## src/rtl/ia_color_centroid_pkg.sv

```systemverilog
// Shared types and widths for the colour-centroid block and its divider.
package ia_color_centroid_pkg;

  localparam int IMG_W     = 128;
  localparam int IMG_H     = 128;
  localparam int PLANE_OFS = 16384;
  localparam int ADDR_W    = 16;
  localparam int CNT_W     = 15;
  localparam int SUM_W     = 21;
  localparam int COORD_W   = 7;

  typedef enum logic [2:0] {
    S_IDLE,
    S_SCAN,
    S_DRAIN,
    S_DIVX,
    S_DIVY,
    S_DONE
  } state_e;

  // Word address of pixel index pix in colour plane (0=R, 1=G, 2=B).
  function automatic logic [ADDR_W-1:0] plane_addr(input logic [1:0]        plane,
                                                   input logic [ADDR_W-1:0] pix,
                                                   input int                ofs);
    logic [ADDR_W-1:0] base;
    case (plane)
      2'd1:    base = ADDR_W'(ofs);
      2'd2:    base = ADDR_W'(2 * ofs);
      default: base = '0;
    endcase
    return base + pix;
  endfunction

endpackage

```

## src/rtl/ia_color_centroid_divider.sv

```systemverilog
// Restoring serial divider, 21-bit dividend by 15-bit divisor; the quotient
// and a done pulse appear 22 cycles after the start cycle.
module serial_divider_u21
  import ia_color_centroid_pkg::*;
(
  input  logic             clk_i,
  input  logic             rst_ni,
  input  logic             start_i,
  input  logic [SUM_W-1:0] dividend_i,
  input  logic [CNT_W-1:0] divisor_i,
  output logic             done_o,
  output logic [SUM_W-1:0] quotient_o
);

  localparam int CW = $clog2(SUM_W);

  logic [SUM_W-1:0] quo_q;
  logic [CNT_W-1:0] rem_q;
  logic [CNT_W-1:0] dvs_q;
  logic [CW-1:0]    cnt_q;
  logic             busy_q;
  logic             done_q;

  logic [CNT_W:0]   shifted_d;
  logic [CNT_W+1:0] diff_d;
  logic [CNT_W-1:0] rem_d;
  logic             qbit_d;
  logic             rem_hi_unused;

  // quo_q shifts dividend bits out of the top while quotient bits enter at the bottom.
  always_comb begin
    shifted_d = {rem_q, quo_q[SUM_W-1]};
    diff_d    = {1'b0, shifted_d} - {2'b00, dvs_q};
    qbit_d    = ~diff_d[CNT_W+1];
    rem_d     = qbit_d ? diff_d[CNT_W-1:0] : shifted_d[CNT_W-1:0];
  end

  assign rem_hi_unused = diff_d[CNT_W] | shifted_d[CNT_W];

  always_ff @(posedge clk_i or negedge rst_ni) begin
    if (!rst_ni) begin
      quo_q  <= '0;
      rem_q  <= '0;
      dvs_q  <= '0;
      cnt_q  <= '0;
      busy_q <= 1'b0;
      done_q <= 1'b0;
    end else begin
      done_q <= 1'b0;
      if (start_i) begin
        quo_q  <= dividend_i;
        rem_q  <= '0;
        dvs_q  <= divisor_i;
        cnt_q  <= '0;
        busy_q <= 1'b1;
      end else if (busy_q) begin
        quo_q <= {quo_q[SUM_W-2:0], qbit_d};
        rem_q <= rem_d;
        cnt_q <= cnt_q + CW'(1);
        if (cnt_q == CW'(SUM_W - 1)) begin
          busy_q <= 1'b0;
          done_q <= 1'b1;
        end
      end
    end
  end

  assign done_o     = done_q;
  assign quotient_o = quo_q;

endmodule

```

## src/rtl/ia_color_centroid.sv

```systemverilog
// Scans the R/G/B capture planes, classifies each pixel against a reference
// colour with tolerance, and reports match count, bounding box and centroid.
module ia_color_centroid #(
  parameter int IMG_W     = ia_color_centroid_pkg::IMG_W,
  parameter int IMG_H     = ia_color_centroid_pkg::IMG_H,
  parameter int DATA_W    = 10,
  parameter int PLANE_OFS = ia_color_centroid_pkg::PLANE_OFS,
  parameter int MIN_COUNT = 16
) (
  input  logic              i_clk,
  input  logic              i_rst_n,
  input  logic              i_start,
  input  logic [DATA_W-1:0] i_ref_R,
  input  logic [DATA_W-1:0] i_ref_G,
  input  logic [DATA_W-1:0] i_ref_B,
  input  logic [DATA_W-1:0] i_tol,
  output logic              o_rd_en,
  output logic [15:0]       o_rd_addr,
  input  logic [DATA_W-1:0] i_rd_data,
  output logic              o_busy,
  output logic              o_done,
  output logic              o_found,
  output logic [14:0]       o_count,
  output logic [6:0]        o_cx,
  output logic [6:0]        o_cy,
  output logic [6:0]        o_xmin,
  output logic [6:0]        o_xmax,
  output logic [6:0]        o_ymin,
  output logic [6:0]        o_ymax
);

  import ia_color_centroid_pkg::*;

  localparam int NPIX  = IMG_W * IMG_H;
  localparam int PIX_W = $clog2(NPIX);
  localparam int XW    = $clog2(IMG_W);
  localparam logic [PIX_W-1:0] PIX_LAST = PIX_W'(NPIX - 1);

  // Issue side
  state_e              state_q;
  logic [PIX_W-1:0]    pix_q;
  logic [1:0]          ph_q;
  logic                drain_q;
  logic                rd_en_q;
  logic [ADDR_W-1:0]   rd_addr_q;
  logic [DATA_W-1:0]   ref_r_q, ref_g_q, ref_b_q, tol_q;

  // Return side and accumulators
  logic                ret_vld_q;
  logic [1:0]          ret_ph_q;
  logic [PIX_W-1:0]    ret_pix_q;
  logic [DATA_W-1:0]   r_q, g_q;
  logic [CNT_W-1:0]    count_q;
  logic [SUM_W-1:0]    sum_x_q, sum_y_q;
  logic [COORD_W-1:0]  xmin_q, xmax_q, ymin_q, ymax_q;

  // Result registers
  logic [COORD_W-1:0]  cx_tmp_q;
  logic                done_q, found_q;
  logic [CNT_W-1:0]    res_count_q;
  logic [COORD_W-1:0]  res_cx_q, res_cy_q;
  logic [COORD_W-1:0]  res_xmin_q, res_xmax_q, res_ymin_q, res_ymax_q;

  logic [1:0]          ph_d;
  logic [PIX_W-1:0]    pix_d;
  logic [ADDR_W-1:0]   addr_d;
  logic [COORD_W-1:0]  x_d, y_d;
  logic                match_d;
  logic                start_acc_d;
  logic                found_d;
  logic                div_start_d;
  logic [SUM_W-1:0]    div_dvd_d;
  logic                div_done;
  logic [SUM_W-1:0]    div_quo;
  logic                div_hi_unused;

  function automatic logic [DATA_W:0] abs_diff(input logic [DATA_W-1:0] a,
                                               input logic [DATA_W-1:0] b);
    logic [DATA_W:0] d;
    d = {1'b0, a} - {1'b0, b};
    return d[DATA_W] ? -d : d;
  endfunction

  always_comb begin
    ph_d        = (ph_q == 2'd2) ? 2'd0 : ph_q + 2'd1;
    pix_d       = (ph_q == 2'd2) ? pix_q + PIX_W'(1) : pix_q;
    addr_d      = plane_addr(ph_d, ADDR_W'(pix_d), PLANE_OFS);
    x_d         = COORD_W'(ret_pix_q[XW-1:0]);
    y_d         = COORD_W'(ret_pix_q[PIX_W-1:XW]);
    start_acc_d = (state_q == S_IDLE) && i_start;
    found_d     = (count_q >= CNT_W'(MIN_COUNT));
    // B arrives on the bus in the same cycle R and G are already registered.
    match_d     = ret_vld_q && (ret_ph_q == 2'd2)
                  && (abs_diff(r_q, ref_r_q)       <= {1'b0, tol_q})
                  && (abs_diff(g_q, ref_g_q)       <= {1'b0, tol_q})
                  && (abs_diff(i_rd_data, ref_b_q) <= {1'b0, tol_q});
    // The second division is launched in the same cycle the first one reports done.
    div_start_d = ((state_q == S_DRAIN) && drain_q && found_d)
                  || ((state_q == S_DIVX) && div_done);
    div_dvd_d   = (state_q == S_DRAIN) ? sum_x_q : sum_y_q;
  end

  always_ff @(posedge i_clk or negedge i_rst_n) begin
    if (!i_rst_n) begin
      state_q     <= S_IDLE;
      pix_q       <= '0;
      ph_q        <= 2'd0;
      drain_q     <= 1'b0;
      rd_en_q     <= 1'b0;
      rd_addr_q   <= '0;
      ref_r_q     <= '0;
      ref_g_q     <= '0;
      ref_b_q     <= '0;
      tol_q       <= '0;
      cx_tmp_q    <= '0;
      done_q      <= 1'b0;
      found_q     <= 1'b0;
      res_count_q <= '0;
      res_cx_q    <= '0;
      res_cy_q    <= '0;
      res_xmin_q  <= '0;
      res_xmax_q  <= '0;
      res_ymin_q  <= '0;
      res_ymax_q  <= '0;
    end else begin
      done_q <= 1'b0;
      case (state_q)
        S_IDLE: begin
          if (i_start) begin
            state_q   <= S_SCAN;
            pix_q     <= '0;
            ph_q      <= 2'd0;
            rd_en_q   <= 1'b1;
            rd_addr_q <= '0;
            ref_r_q   <= i_ref_R;
            ref_g_q   <= i_ref_G;
            ref_b_q   <= i_ref_B;
            tol_q     <= i_tol;
          end
        end
        S_SCAN: begin
          if ((ph_q == 2'd2) && (pix_q == PIX_LAST)) begin
            state_q   <= S_DRAIN;
            drain_q   <= 1'b0;
            rd_en_q   <= 1'b0;
            rd_addr_q <= '0;
          end else begin
            pix_q     <= pix_d;
            ph_q      <= ph_d;
            rd_addr_q <= addr_d;
          end
        end
        S_DRAIN: begin
          drain_q <= 1'b1;
          if (drain_q) begin
            if (found_d) begin
              state_q <= S_DIVX;
            end else begin
              state_q     <= S_DONE;
              done_q      <= 1'b1;
              found_q     <= 1'b0;
              res_count_q <= count_q;
              res_cx_q    <= '0;
              res_cy_q    <= '0;
              res_xmin_q  <= '0;
              res_xmax_q  <= '0;
              res_ymin_q  <= '0;
              res_ymax_q  <= '0;
            end
          end
        end
        S_DIVX: begin
          if (div_done) begin
            cx_tmp_q <= div_quo[COORD_W-1:0];
            state_q  <= S_DIVY;
          end
        end
        S_DIVY: begin
          if (div_done) begin
            state_q     <= S_DONE;
            done_q      <= 1'b1;
            found_q     <= 1'b1;
            res_count_q <= count_q;
            res_cx_q    <= cx_tmp_q;
            res_cy_q    <= div_quo[COORD_W-1:0];
            res_xmin_q  <= xmin_q;
            res_xmax_q  <= xmax_q;
            res_ymin_q  <= ymin_q;
            res_ymax_q  <= ymax_q;
          end
        end
        S_DONE:  state_q <= S_IDLE;
        default: state_q <= S_IDLE;
      endcase
    end
  end

  always_ff @(posedge i_clk or negedge i_rst_n) begin
    if (!i_rst_n) begin
      ret_vld_q <= 1'b0;
      ret_ph_q  <= 2'd0;
      ret_pix_q <= '0;
      r_q       <= '0;
      g_q       <= '0;
      count_q   <= '0;
      sum_x_q   <= '0;
      sum_y_q   <= '0;
      xmin_q    <= '0;
      xmax_q    <= '0;
      ymin_q    <= '0;
      ymax_q    <= '0;
    end else begin
      ret_vld_q <= rd_en_q;
      ret_ph_q  <= ph_q;
      ret_pix_q <= pix_q;
      if (ret_vld_q && (ret_ph_q == 2'd0)) r_q <= i_rd_data;
      if (ret_vld_q && (ret_ph_q == 2'd1)) g_q <= i_rd_data;
      if (start_acc_d) begin
        count_q <= '0;
        sum_x_q <= '0;
        sum_y_q <= '0;
        xmin_q  <= '0;
        xmax_q  <= '0;
        ymin_q  <= '0;
        ymax_q  <= '0;
      end else if (match_d) begin
        count_q <= count_q + CNT_W'(1);
        sum_x_q <= sum_x_q + SUM_W'(x_d);
        sum_y_q <= sum_y_q + SUM_W'(y_d);
        // A zero count means this is the first match: it seeds all four bounds.
        if (count_q == '0) begin
          xmin_q <= x_d;
          xmax_q <= x_d;
          ymin_q <= y_d;
          ymax_q <= y_d;
        end else begin
          if (x_d < xmin_q) xmin_q <= x_d;
          if (x_d > xmax_q) xmax_q <= x_d;
          if (y_d < ymin_q) ymin_q <= y_d;
          if (y_d > ymax_q) ymax_q <= y_d;
        end
      end
    end
  end

  serial_divider_u21 u_div (
    .clk_i      (i_clk),
    .rst_ni     (i_rst_n),
    .start_i    (div_start_d),
    .dividend_i (div_dvd_d),
    .divisor_i  (count_q),
    .done_o     (div_done),
    .quotient_o (div_quo)
  );

  // The centroid never exceeds the largest coordinate, so only the low bits matter.
  assign div_hi_unused = |div_quo[SUM_W-1:COORD_W];

  assign o_rd_en   = rd_en_q;
  assign o_rd_addr = rd_addr_q;
  assign o_busy    = (state_q != S_IDLE);
  assign o_done    = done_q;
  assign o_found   = found_q;
  assign o_count   = res_count_q;
  assign o_cx      = res_cx_q;
  assign o_cy      = res_cy_q;
  assign o_xmin    = res_xmin_q;
  assign o_xmax    = res_xmax_q;
  assign o_ymin    = res_ymin_q;
  assign o_ymax    = res_ymax_q;

endmodule

```

## config.mk

```make
export PLATFORM = sky130hd
export DESIGN_NAME = ia_color_centroid
export DESIGN_NICKNAME = d
export VERILOG_FILES = /design/src/rtl/ia_color_centroid_pkg.sv /design/src/rtl/ia_color_centroid_divider.sv /design/src/rtl/ia_color_centroid.sv
export SDC_FILE = /design/constraint.sdc
export NUM_CORES = 1
export LEC_CHECK = 0
export CORE_ASPECT_RATIO = 1.75
export CORE_MARGIN = 2
export CORE_UTILIZATION = 62
export DETAILED_ROUTE_END_ITERATION = 8
export PLACE_DENSITY = 0.88
export SLEW_MARGIN = 20
export SYNTH_ARGS = -nofsm -noshare
export SYNTH_HDL_FRONTEND = slang
export SYNTH_SLANG_ARGS = --single-unit
```

## constraint.sdc

```tcl
create_clock -name i_clk -period 7.6 [get_ports i_clk]
set_input_delay 1.52 -clock i_clk [delete_from_list [all_inputs] [get_ports i_clk]]
set_output_delay 1.52 -clock i_clk [all_outputs]
set_load 0.05 [all_outputs]
```

==> reports/qor.yml <==
clock_tree:
  holdBufCountCts: 0
  cts_setup_buffers: 0
  htreeDepth: 1
  cts_tree: "done"
  cts_root_buf: "clkbuf_16"
  cts_sinks: 323
  clk_latency_ps: 570
  cts_buffers: 28
  clkSlewWorstSetupHoldPaths_ps: 70
  cts_resized: 0
  cts_buffer_depth: 3
detailed_routing:
  avgViaCountPerCell: 6.129
  drcViolationCount: 0
  drtAntennaViolNets: 0
  firstDrtPassIters: 5
  wl_um: 44120
  detail_route.wl_per_cell_um: 19.00
  first_iter_violations: 1007
  vias: 14230
synthesis:
  synth_top_area_cell: "dfrtp_1"
  synthCells: 1827
  synthTopCellsByArea: "dfrtp_1 (45%), ha_1 (8.6%), nand2_1 (4.5%)"
  synth_warnings: 0
  async_flop_share_pct: 100.0
  syn_nets: 2009
  synth_sequential_area_ratio_pct: 45.31
  synth_edf_count: 0
  ys.flop_type: "dfrtp_1"
  synthDistinctLibCells: 69
  yosysTopAreaCellShare_pct: 45.31
  syn-cell-area_um2: 17840
  synth_area_per_cell_um2: 9.764
  ys_ff_latch: 323
sta:
  relSlewSlack_pct: 33.25
  fin_crit_sh_pct: 82.49
  final_max_slew_viol_count: 0
  whs_ps: 407.5
  worst_pin_slew_ps: 997.5
  max_freq_mhz: 159.5
  skew_ps: 8.606
  finalSetupTns_ps: 0
  final_hold_viol_count: 0
  min_period_ps: 6270
  setup_viol: 0
  rsz0062_at_grt: "no"
placed_design:
  dp_hpwl_um: 31550
  placed_cells: 2270
  gp_congestion: 0.8900
  placed_cell_area_um2: 19460
  numPortBuffers: 129
floorplan:
  initial_utilization_pct: 62.55
  die_y_um: 228.4
  io_pins: 130
  coreArea_um2: 28520
  num_rows: 82
  die_area_um2: 30200
  die_x_um: 132.2
finish:
  fillers: 2049
  layout_commonest_cell: "dfrtp_1"
  fin_util_pct: 72.08
  final_cell_area_um2: 20560
  layoutNonFillerInstCount: 2322
  final_cell_mix: "dfrtp_1 (322), nand2_1 (215), o21ai_0 (137), inv_1 (130), clkdlybuf4s50_1 (128)"
  drive_gt1_share_pct: 6.790
  area_growth_syn_to_layout_pct: 15.24
  nets: 2104
  diodes: 0
critical_path:
  cpMostUsedCell: "a21oi_1"
  critPathKind: "primary input to register"
  r2r_slack_ps: 2150
  reg2reg_to: "count_q[12]$_DFFE_PN0P_"
  worst_path_max_delay_cell: "nor4_1"
  ff2ff_path_depth: 21
  cp.buffers_inverters: 3
  r2r_start: "g_q[0]$_DFFE_PN0P_"
  crit_chain: "clkdlybuf4s50_1, inv_1, ha_1, inv_1, fa_1, a21oi_1, o21bai_1, xor2_1, nor4_1, nand2_1, nor2_1, nand2_1, o21ai_0, xnor2_1, ha_1, nand3_1, a21oi_1, a221o_1, a22oi_1, o311ai_4, nor4_1, a21oi_1, o21a_1"
  cp.required_ps: 8060
  endpoint_kind: "register"
  critPathTopFamily: "compound AO/OA/AOI/OAI gates"
  worst-path-max-fanout: 10
  max_stage_delay_ps: 680
  start_kind: "primary input"
  worstPathArrival_ps: 6730
min_path:
  hp-start: "o_rd_en$_DFFE_PN0P_"
  min-delay-path-class: "register to register"
  hold_end: "ret_vld_q$_DFF_PN0_"
  min_delay_path_depth: 0
global_route:
  antenna_found_initial: 0
  grt_usage_pct: 29.63
  gr-total-overflow: 0
  grt_pass1_vias: 15000
  grt_max_degree: 111
  grt_first_pass_wirelength_um: 73090
pwr:
  p_leak_nw: 9.219
  peakVddDrop_uv: 342.6
  power.density_nw_per_um2: 421.6
status:
  status: "complete, no violations"
run:
  cap_violations: 0
-- where the power goes --
group | switching (mW) | leakage, nW | internal, mW
clock | 0.677 | 0.537 | 1.00
sequential | 0.242 | 4.31 | 2.05
combinational | 2.75 | 4.37 | 1.94
total | 3.67 | 9.22 | 5.00
-- cell usage after synthesis (all sizes together), types with 25 or more instances --
library cell / instances
a211oi: 26
a21o: 32
a21oi: 82
a22o: 42
a31oi: 36
and3: 28
clkbuf: 72
dfrtp: 323
ha: 123
inv: 130
mux2: 35
mux2i: 32
nand2: 215
nand3: 25
nor2: 91
nor2b: 34
nor3: 25
o21ai: 142
o2bb2ai: 28
xnor2: 75
xor2: 28
-- cell families (layout without fill, tap and decap cells) --
kind of cell	count (synthesis)	count (layout)	synth area share [%]
compound gates	469	469	17.53
xor+xnor	103	103	5.057
fa+ha+maj	129	129	9.300
buf+inv	211	328	4.489
flops	323	323	45.31
mux	67	67	4.005
simple gates	525	525	14.31
-- how the worst max path moves through the flow --
stage,startpoint,endpoint,slack [ps],depth (start not counted)
floorplan,i_rd_data[0],sum_x_q[10]$_DFFE_PN0P_,1990,23
global placement,i_rd_data[0],sum_x_q[16]$_DFFE_PN0P_,1020,24
detailed placement,i_rd_data[0],sum_y_q[16]$_DFFE_PN0P_,820,24
CTS,i_rd_data[0],sum_y_q[16]$_DFFE_PN0P_,1380,24
global route,i_rd_data[0],count_q[12]$_DFFE_PN0P_,820,23
finish,i_rd_data[0],count_q[12]$_DFFE_PN0P_,1330,23
-- registers in the layout, summed over array words and instances, names as in the netlist, 10 cells and up --
signal	count
pix_q	14
ret_pix_q	14
u_div.dvs_q	15
u_div.rem_q	15
g_q	10
ref_r_q	10
ref_g_q	10
tol_q	10
sum_x_q	21
sum_y_q	21
o_count	15
o_rd_addr	16
ref_b_q	10
r_q	10
count_q	15
u_div.quotient_o	21
-- final cells by class --
type,count,area (um2),area share [%]
Sequential cell,323,8084,39.32
Multi-Input combinational cell,1293,8991,43.73
Inverter,130,488.0,2.374
Clock inverter,18,325.3,1.582
Tap cell,378,473.0,2.301
Clock buffer,34,773.2,3.761
Timing Repair Buffer,146,1424,6.926
-- stage by stage --
step	total power, mW	worst slack (ps)
2_1_floorplan	5.852	1992
3_5_place_dp	6.934	817.1
6_report	8.667	1330
3_3_place_gp	6.626	1022
4_1_cts	8.638	1385
5_1_grt	9.333	820.7
-- routing by layer --
layer	up-vias	track usage [%]	routed length (um)
met5	-	0	0
met4	0	19.66	3028
met3	181	3.770	1857
met2	446	53.91	23250
met1	6971	31.92	15980
li1	6633	-	-
-- worst reg2reg max path: cells and delay by family (launching register included) --
kind            cells  cell delay (ps)
fa+ha+maj           3              870
buf+inv             2              120
compound gates     11             2260
flops               1              380
simple gates        3             1260
xor+xnor            2              440
Note: power is estimated with default switching activity, not from simulation.
